==> config.mk <==
export PLATFORM = sky130hd
export DESIGN_NAME = write_channel_controller
export DESIGN_NICKNAME = d
export VERILOG_FILES = /design/src/rtl/write_channel_controller.sv
export SDC_FILE = /design/constraint.sdc
export NUM_CORES = 1
export LEC_CHECK = 0
export CORE_AREA = 2 2 107 109
export CTS_CLUSTER_DIAMETER = 30
export DETAILED_ROUTE_END_ITERATION = 10
export DIE_AREA = 0 0 109 111
export GPL_TIMING_DRIVEN = 0
export PLACE_DENSITY = 0.72
export SYNTH_ARGS = -nofsm -noshare
export SYNTH_HDL_FRONTEND = slang
export SYNTH_SLANG_ARGS = --single-unit
==> constraint.sdc <==
create_clock -name ACLK -period 1.6 [get_ports ACLK]
set_input_delay 0.32 -clock ACLK [delete_from_list [all_inputs] [get_ports ACLK]]
set_output_delay 0.32 -clock ACLK [all_outputs]
set_load 0.005 [all_outputs]
==> src/rtl/write_channel_controller.sv <==
// -----------------------------------------------------------------------------
// write_channel_controller
//
// Write-path sequencer for the 2-master / 1-slave AXI interconnect. It sits
// right after the write arbiter. It accepts the arbiter's Channel_Request and
// Selected_Slave and returns Channel_Granted. For exactly one burst it routes
// the selected master's AW, W and B channels to the single slave port M00. The
// channel stays owned until the write response completes, and then
// arbitration reopens.
//
// Handshake rule for every channel: a transfer happens on the rising ACLK edge
// where VALID and READY are both high. VALID and READY are passed through
// combinationally, so the controller adds no latency inside a burst.
//
// Optional feature macro: WR_TIMEOUT_EN
//   When defined, a response watchdog is included. If the slave withholds
//   bvalid for TIMEOUT_CYCLES cycles in RESP, the FSM moves to ERR. ERR answers
//   the master with SLVERR and ignores any late slave response.
//   When undefined, RESP waits for the slave indefinitely.
//
// Ports
//   ACLK, ARESETN          clock, asynchronous active-low reset
//   Channel_Request        arbiter: a master wants the free channel
//   Selected_Slave         arbiter: granted master index (0 = S00, 1 = S01)
//   Channel_Granted        to arbiter: high only while IDLE
//   S00_AXI_* / S01_AXI_*  master-side AW, W and B channels (wlast is ignored)
//   M00_AXI_*              slave-side AW, W and B channels
//   o_state_dbg            current FSM state, for debug and checkers
// -----------------------------------------------------------------------------
module write_channel_controller #(
  parameter int ADDR_W         = 32,
  parameter int DATA_W         = 32,
  parameter int TIMEOUT_CYCLES = 256
) (
  input  logic                ACLK,
  input  logic                ARESETN,
  input  logic                Channel_Request,
  input  logic                Selected_Slave,
  output logic                Channel_Granted,
  // master 0
  input  logic [ADDR_W-1:0]   S00_AXI_awaddr,
  input  logic [7:0]          S00_AXI_awlen,
  input  logic [2:0]          S00_AXI_awsize,
  input  logic [1:0]          S00_AXI_awburst,
  input  logic                S00_AXI_awvalid,
  output logic                S00_AXI_awready,
  input  logic [DATA_W-1:0]   S00_AXI_wdata,
  input  logic [DATA_W/8-1:0] S00_AXI_wstrb,
  input  logic                S00_AXI_wlast,
  input  logic                S00_AXI_wvalid,
  output logic                S00_AXI_wready,
  output logic [1:0]          S00_AXI_bresp,
  output logic                S00_AXI_bvalid,
  input  logic                S00_AXI_bready,
  // master 1
  input  logic [ADDR_W-1:0]   S01_AXI_awaddr,
  input  logic [7:0]          S01_AXI_awlen,
  input  logic [2:0]          S01_AXI_awsize,
  input  logic [1:0]          S01_AXI_awburst,
  input  logic                S01_AXI_awvalid,
  output logic                S01_AXI_awready,
  input  logic [DATA_W-1:0]   S01_AXI_wdata,
  input  logic [DATA_W/8-1:0] S01_AXI_wstrb,
  input  logic                S01_AXI_wlast,
  input  logic                S01_AXI_wvalid,
  output logic                S01_AXI_wready,
  output logic [1:0]          S01_AXI_bresp,
  output logic                S01_AXI_bvalid,
  input  logic                S01_AXI_bready,
  // slave port
  output logic [ADDR_W-1:0]   M00_AXI_awaddr,
  output logic [7:0]          M00_AXI_awlen,
  output logic [2:0]          M00_AXI_awsize,
  output logic [1:0]          M00_AXI_awburst,
  output logic                M00_AXI_awvalid,
  input  logic                M00_AXI_awready,
  output logic [DATA_W-1:0]   M00_AXI_wdata,
  output logic [DATA_W/8-1:0] M00_AXI_wstrb,
  output logic                M00_AXI_wlast,
  output logic                M00_AXI_wvalid,
  input  logic                M00_AXI_wready,
  input  logic [1:0]          M00_AXI_bresp,
  input  logic                M00_AXI_bvalid,
  output logic                M00_AXI_bready,
  // debug
  output logic [2:0]          o_state_dbg
);

  typedef enum logic [2:0] {
    S_IDLE = 3'd0,
    S_ADDR = 3'd1,
    S_DATA = 3'd2,
    S_RESP = 3'd3
`ifdef WR_TIMEOUT_EN
    , S_ERR = 3'd4
`endif
  } state_t;

  state_t      r_state;
  state_t      w_next;
  logic [7:0]  r_len_q;
  logic [7:0]  r_beat_cnt;

  // Selected master's request-side signals. Selected_Slave is frozen by the
  // arbiter whenever Channel_Granted is low, so a plain mux is safe.
  logic [ADDR_W-1:0]   w_awaddr;
  logic [7:0]          w_awlen;
  logic [2:0]          w_awsize;
  logic [1:0]          w_awburst;
  logic                w_awvalid;
  logic [DATA_W-1:0]   w_wdata;
  logic [DATA_W/8-1:0] w_wstrb;
  logic                w_wvalid;
  logic                w_bready;

  assign w_awaddr  = Selected_Slave ? S01_AXI_awaddr  : S00_AXI_awaddr;
  assign w_awlen   = Selected_Slave ? S01_AXI_awlen   : S00_AXI_awlen;
  assign w_awsize  = Selected_Slave ? S01_AXI_awsize  : S00_AXI_awsize;
  assign w_awburst = Selected_Slave ? S01_AXI_awburst : S00_AXI_awburst;
  assign w_awvalid = Selected_Slave ? S01_AXI_awvalid : S00_AXI_awvalid;
  assign w_wdata   = Selected_Slave ? S01_AXI_wdata   : S00_AXI_wdata;
  assign w_wstrb   = Selected_Slave ? S01_AXI_wstrb   : S00_AXI_wstrb;
  assign w_wvalid  = Selected_Slave ? S01_AXI_wvalid  : S00_AXI_wvalid;
  assign w_bready  = Selected_Slave ? S01_AXI_bready  : S00_AXI_bready;

  // The master's wlast is ignored. The last beat is derived from the latched
  // awlen, so a misbehaving master cannot end a burst early or late.
  logic w_unused_wlast;
  assign w_unused_wlast = S00_AXI_wlast ^ S01_AXI_wlast;

  logic w_wlast;
  logic w_aw_hs;
  logic w_w_hs;
  assign w_wlast = (r_beat_cnt == r_len_q);
  assign w_aw_hs = (r_state == S_ADDR) && w_awvalid && M00_AXI_awready;
  assign w_w_hs  = (r_state == S_DATA) && w_wvalid && M00_AXI_wready;

`ifdef WR_TIMEOUT_EN
  logic [15:0] r_to_cnt;
  logic        w_to_hit;
  assign w_to_hit = (r_to_cnt == 16'(TIMEOUT_CYCLES - 1));

  // The counter counts RESP cycles without slave bvalid. It is held at zero
  // outside RESP, so every response window starts from zero.
  always_ff @(posedge ACLK or negedge ARESETN) begin
    if (!ARESETN)                r_to_cnt <= 16'd0;
    else if (r_state != S_RESP)  r_to_cnt <= 16'd0;
    else if (!M00_AXI_bvalid)    r_to_cnt <= r_to_cnt + 16'd1;
  end
`else
  logic [15:0] w_unused_timeout;
  assign w_unused_timeout = 16'(TIMEOUT_CYCLES);
`endif

  // Response-side signals for the selected master, demuxed below.
  logic       w_awready;
  logic       w_wready;
  logic       w_bvalid;
  logic [1:0] w_bresp;

  always_comb begin
    w_next          = r_state;
    Channel_Granted = 1'b0;
    w_awready       = 1'b0;
    w_wready        = 1'b0;
    w_bvalid        = 1'b0;
    w_bresp         = 2'b00;
    M00_AXI_awaddr  = '0;
    M00_AXI_awlen   = 8'd0;
    M00_AXI_awsize  = 3'd0;
    M00_AXI_awburst = 2'd0;
    M00_AXI_awvalid = 1'b0;
    M00_AXI_wdata   = '0;
    M00_AXI_wstrb   = '0;
    M00_AXI_wlast   = 1'b0;
    M00_AXI_wvalid  = 1'b0;
    M00_AXI_bready  = 1'b0;
    case (r_state)
      S_IDLE: begin
        Channel_Granted = 1'b1;
        if (Channel_Request) w_next = S_ADDR;
      end
      S_ADDR: begin
        M00_AXI_awaddr  = w_awaddr;
        M00_AXI_awlen   = w_awlen;
        M00_AXI_awsize  = w_awsize;
        M00_AXI_awburst = w_awburst;
        M00_AXI_awvalid = w_awvalid;
        w_awready       = M00_AXI_awready;
        if (w_aw_hs) w_next = S_DATA;
      end
      S_DATA: begin
        M00_AXI_wdata  = w_wdata;
        M00_AXI_wstrb  = w_wstrb;
        M00_AXI_wvalid = w_wvalid;
        M00_AXI_wlast  = w_wlast;
        w_wready       = M00_AXI_wready;
        if (w_w_hs && w_wlast) w_next = S_RESP;
      end
      S_RESP: begin
        w_bvalid       = M00_AXI_bvalid;
        w_bresp        = M00_AXI_bresp;
        M00_AXI_bready = w_bready;
        if (M00_AXI_bvalid && w_bready) w_next = S_IDLE;
`ifdef WR_TIMEOUT_EN
        else if (!M00_AXI_bvalid && w_to_hit) w_next = S_ERR;
`endif
      end
`ifdef WR_TIMEOUT_EN
      S_ERR: begin
        // Local SLVERR. The slave's B channel stays disconnected, so a late
        // response can never reach the master.
        w_bvalid = 1'b1;
        w_bresp  = 2'b10;
        if (w_bready) w_next = S_IDLE;
      end
`endif
      default: w_next = S_IDLE;
    endcase
  end

  assign S00_AXI_awready = !Selected_Slave && w_awready;
  assign S01_AXI_awready =  Selected_Slave && w_awready;
  assign S00_AXI_wready  = !Selected_Slave && w_wready;
  assign S01_AXI_wready  =  Selected_Slave && w_wready;
  assign S00_AXI_bvalid  = !Selected_Slave && w_bvalid;
  assign S01_AXI_bvalid  =  Selected_Slave && w_bvalid;
  assign S00_AXI_bresp   = Selected_Slave ? 2'b00 : w_bresp;
  assign S01_AXI_bresp   = Selected_Slave ? w_bresp : 2'b00;

  assign o_state_dbg = r_state;

  always_ff @(posedge ACLK or negedge ARESETN) begin
    if (!ARESETN) r_state <= S_IDLE;
    else          r_state <= w_next;
  end

  // The beat counter holds on the final beat, so awlen=255 ends at 255 and
  // does not wrap back to 0.
  always_ff @(posedge ACLK or negedge ARESETN) begin
    if (!ARESETN) begin
      r_len_q    <= 8'd0;
      r_beat_cnt <= 8'd0;
    end else if (w_aw_hs) begin
      r_len_q    <= w_awlen;
      r_beat_cnt <= 8'd0;
    end else if (w_w_hs && !w_wlast) begin
      r_beat_cnt <= r_beat_cnt + 8'd1;
    end
  end

endmodule
# After elaboration in Yosys (flattened, before gate mapping)
# Index checks and enable logic that the tools add are counted.
# totals
ff_bits,19
inputBits,179
out_inout_bits,99
elab_cells,63
# op_classes
n_addsub,1
eq_ne,8
n_mux,33
reduce_logical,18
# ops
operator,count
two-way mux 32 bit,4
two-way mux 8 bit,4
two-way mux 3 bit,6
logical AND 1 bit,13
case mux 3 bit (4 select lines),1
two-way mux 1 bit,11
two-way mux 2 bit,5
adder 8 x 1 -> 8 bit (second input constant),1
== test 8 bit,1
two-way mux 4 bit,2
== test 3 x 2 -> 1 bit (second input constant),2
!= test 2 bit (second input constant),3
AND reduction 4 bit,1
== test 3 x 1 -> 1 bit (second input constant),1
logical NOT 3 bit,1
logical NOT 1 bit,2
!= test 2 x 1 -> 1 bit (second input constant),1
nonzero test 2 bit,1

# Longest topological paths before layout
# logic_depth
ltp_word,6
depth_mapped,8
depth_no_buf,7

# Least setup slack after synthesis
# OpenSTA, ideal clock, no wires.
# synth_timing
path_type,reg2out
from,reg r_state[0] (netlist: o_state_dbg[0])
to,out M00_AXI_wdata[11]
t_arrival_ps,1470
required_time_ps,1280
setup_slack_ps,-190
stages_incl_launch_ff,7
path_cell_list,dfrtp_1 inv_1 ha_1 inv_1 clkbuf_1 clkbuf_1 nor2_1
# synth_via
elab_chain_len,2
# synth_lines
element,line,source
"start, declared",99,state_t r_state;
"start signal, assigned",235,else r_state <= w_next;
== test 3 x 2 -> 1 bit,178,case (r_state)
two-way mux 32 bit,178,
"end, declared",77,"output logic [DATA_W-1:0] M00_AXI_wdata,"
# No other way between the ends.

# Worst setup path in the final report
# layout_timing
from,reg r_state[0] (netlist: o_state_dbg[0])
to,out M00_AXI_awaddr[17]
# layout_via
elab_chain_len,2
# layout_lines
element,line,source
== test 3 x 1 -> 1 bit,178,
two-way mux 32 bit,178,
"end, declared",71,"output logic [ADDR_W-1:0] M00_AXI_awaddr,"
# No other way between the ends.

==> impl_metrics.tcl <==
set metrics [dict create \
    critPathKind "reg2out" \
    status "finished with violations" \
    ant_nets 0 \
    instances_no_fill 784 \
    vias 3599 \
    ys_warn_count 0 \
    synth_nets 490 \
    async_reset_ff_share_pct 100.0 \
    fin_area_um2 6701 \
    worst_hold_slack_ns 0.5116 \
    cts_buffer_depth 2 \
    num_rows 39 \
    synth_seq_cells 18 \
    grt.total_usage_pct 21.93 \
    cts_buffers 3 \
    worst-endpoint-arrival_ns 1.67 \
    grt.met3_usage_pct 6.996 \
    hold_violations 0 \
    clk_latency_ns 0.25 \
    synth_xor_xnor_area_share_pct 3.819 \
    dp_slack_ns -1.336 \
    finClkSkew_ns 0.002168 \
    final.setup.worst_slack_ns -0.3887 \
    synthTopCellsByArea "mux2i_1, dfrtp_1, nor2_1" \
    worst_ep_required_time_ns 1.28 \
    start_util_pct 20.70 \
    core_area_um2 11080 \
    max-cap-violations 0 \
    peakVddDrop_uv 499.3 \
    antenna_found_initial 2 \
    startpoint_type "flip-flop" \
    boundaryPins 278 \
    yosys.area.top_type "mux2i_1" \
    drt-wirelength-per-cell_um 18.51 \
    netlist.area_leader.share_pct 37.10 \
    placed_cell_area_um2 5281 \
    setup_viol 114 \
    synth_compound_area_share_pct 5.619 \
    h-tree-depth 1 \
    synth_area_per_cell_um2 7.495 \
    seq_area_frac_synth_pct 19.64 \
    tightestPinTransition_ns 0.8240 \
    post-dp-hpwl_um 10500 \
    path_max_fanout 6 \
    met2_usage_pct 39.13 \
    routed_wl_um 14520 \
    overflow 0 \
    synth-simple-area-share_pct 25.37 \
    route.detailed.drc 0 \
    period_share_pct 124.3 \
    clkTransAtPathRegs_ns 0.05 \
    rsz0062_at_grt "yes" \
    cts-root-buf "clkbuf_16" \
    synthAdderAreaFrac_pct 2.728 \
    netlist_instances 306 \
    dieArea_um2 12100 \
    slew_headroom_pct 44.89 \
    drive_above_1_share_pct 49.06 \
    grt_max_degree 19 \
    die_h_um 111 \
    syn-cell-area_um2 2293 \
    max_freq_mhz 502.8 \
    synth_top_cells_by_count "nor2_1, mux2i_1, dfrtp_1, nand2_1" \
    holdBufCountCts 0 \
    grt_use_met1_pct 24.40 \
    cts_tree "done" \
    placed_cells 723 \
    p_leak_uw 0.002967 \
    syn2layout_area_growth_pct 192.2 \
    layout.nets 825 \
    clock_sinks 18 \
    viasPerCell 4.591 \
    first_pass_iters 4 \
    grt_pass1_vias 3770 \
    synth_top_family_by_area "multiplexers" \
    drt_iter0_drc 133 \
    multi_input_area_um2 2567 \
    setup.worst_path.end_class "output port" \
    fillers 924 \
    synth-main-ff-cell "dfrtp_1" \
    grt_pass1_wl_um 20360 \
    period_needed_ns 1.989 \
    fp.dieW_um 109 \
    gp_congestion 0.8290 \
    seq_area_um2 454.2 \
    synth_edf_count 0 \
    yosysMostFrequentCell "nor2_1" \
    grt.busiest_layer "met2" \
    muxShareOfSynthArea_pct 37.59 \
    powerDensity_nw_per_um2 1099 \
    violations "negative setup slack" \
    slew_violations 0 \
    final_util_pct 60.50 \
    worstHoldPathType "reg2reg" \
    synthDistinctLibCells 31 \
    io_buffers 274 \
]
[critical path, stage by stage (launching register included)]
cell and delay [ns]:
dfrtp_2 0.47, buf_6 0.15, ha_4 0.17, inv_4 0.06, clkbuf_16 0.14, buf_6 0.10
clkbuf_8 0.15, nor2_1 0.04, buf_2 0.13
[routing by layer]
layer  wire length (um)  up-vias
met3               1269       29
met5                 13        -
li1                   -     1712
met4                334        2
met1               5307     1701
met2               7590      155
[stage by stage]
stage / setup TNS, ns / total power (uW)
after floorplan: -0.1467 / 2184
after global placement: -114.96 / 4253
after detailed placement: -118.13 / 4289
after CTS: -25.59 / 6283
after global routing: -35.78 / 7748
final: -30.72 / 7362
[cells by family after synthesis]
group                    Yosys count
AND/OR/NAND/NOR                  134
AO/OA/AOI/OAI                     24
XOR/XNOR                          10
buffers and inverters             28
other                              1
flip-flops                        18
multiplexers                      86
adder cells (fa/ha/maj)            5
[path summary, 6_finish.rpt]
path | depth (start not counted) | slack, ns | to | startpoint
max | 8 | -0.39 | M00_AXI_awaddr[17] | o_state_dbg[0]$_DFFE_PN0P_
min | 2 | 0.51 | r_len_q[1]$_DFFE_PN0N_ | r_len_q[1]$_DFFE_PN0N_
max reg2reg | 7 | -0.38 | o_state_dbg[0]$_DFFE_PN0P_ | o_state_dbg[0]$_DFFE_PN0P_
min reg2reg | 2 | 0.51 | r_len_q[1]$_DFFE_PN0N_ | r_len_q[1]$_DFFE_PN0N_
max in group asynchronous | 1 | 0.49 | o_state_dbg[1]$_DFFE_PN0P_ | ARESETN
min in group asynchronous | 1 | 0.54 | r_beat_cnt[6]$_DFFE_PN0P_ | ARESETN
[flip-flops by register name (all words and copies together) (netlist names)]
register     cells
r_beat_cnt       8
o_state_dbg      2
r_len_q          8
[repair_timing]
item,CTS,global route
setup buffers,34,15
endpoints found under the setup margin,114,114
pin swaps,87,24
cloned,7,1
gates resized for setup,581,127
[area by class of cell]
type,instances,area share (%)
diodes,1,0.03734
plain buffers,22,5.601
clock buffers,4,1.326
inverters,5,0.4294
multi-input cells,260,38.31
flip-flops and latches,18,6.777
well taps,143,2.670
repair buffers,331,44.85
[layout by cell type (no fill, tap or decap), types with 5 or more instances in the layout]
| cell | netlist | routed |
|---|---|---|
| clkdlybuf4s50_1 | 0 | 175 |
| buf_2 | 3 | 75 |
| mux2i_1 | 85 | 59 |
| nor2_4 | 0 | 49 |
| buf_6 | 0 | 44 |
| nor2_2 | 2 | 26 |
| buf_4 | 2 | 25 |
| mux2i_4 | 0 | 17 |
| nor2_1 | 88 | 15 |
| dfrtp_1 | 18 | 15 |
| nand2_1 | 15 | 13 |
| clkbuf_16 | 0 | 11 |
| mux2i_2 | 0 | 9 |
| o21ai_1 | 1 | 9 |
| buf_8 | 0 | 8 |
| clkbuf_8 | 0 | 7 |
| xnor2_1 | 8 | 7 |
| buf_12 | 0 | 6 |
| nand4_1 | 5 | 5 |
[report_power, final]
group / total, uW / internal (uW) / switching [uW]
logic: 6010 / 3430 / 2590
clock network: 561 / 381 / 180
registers: 788 / 618 / 170
total: 7360 / 4430 / 2940
No activity file was read; power rests on OpenSTA's default activity.
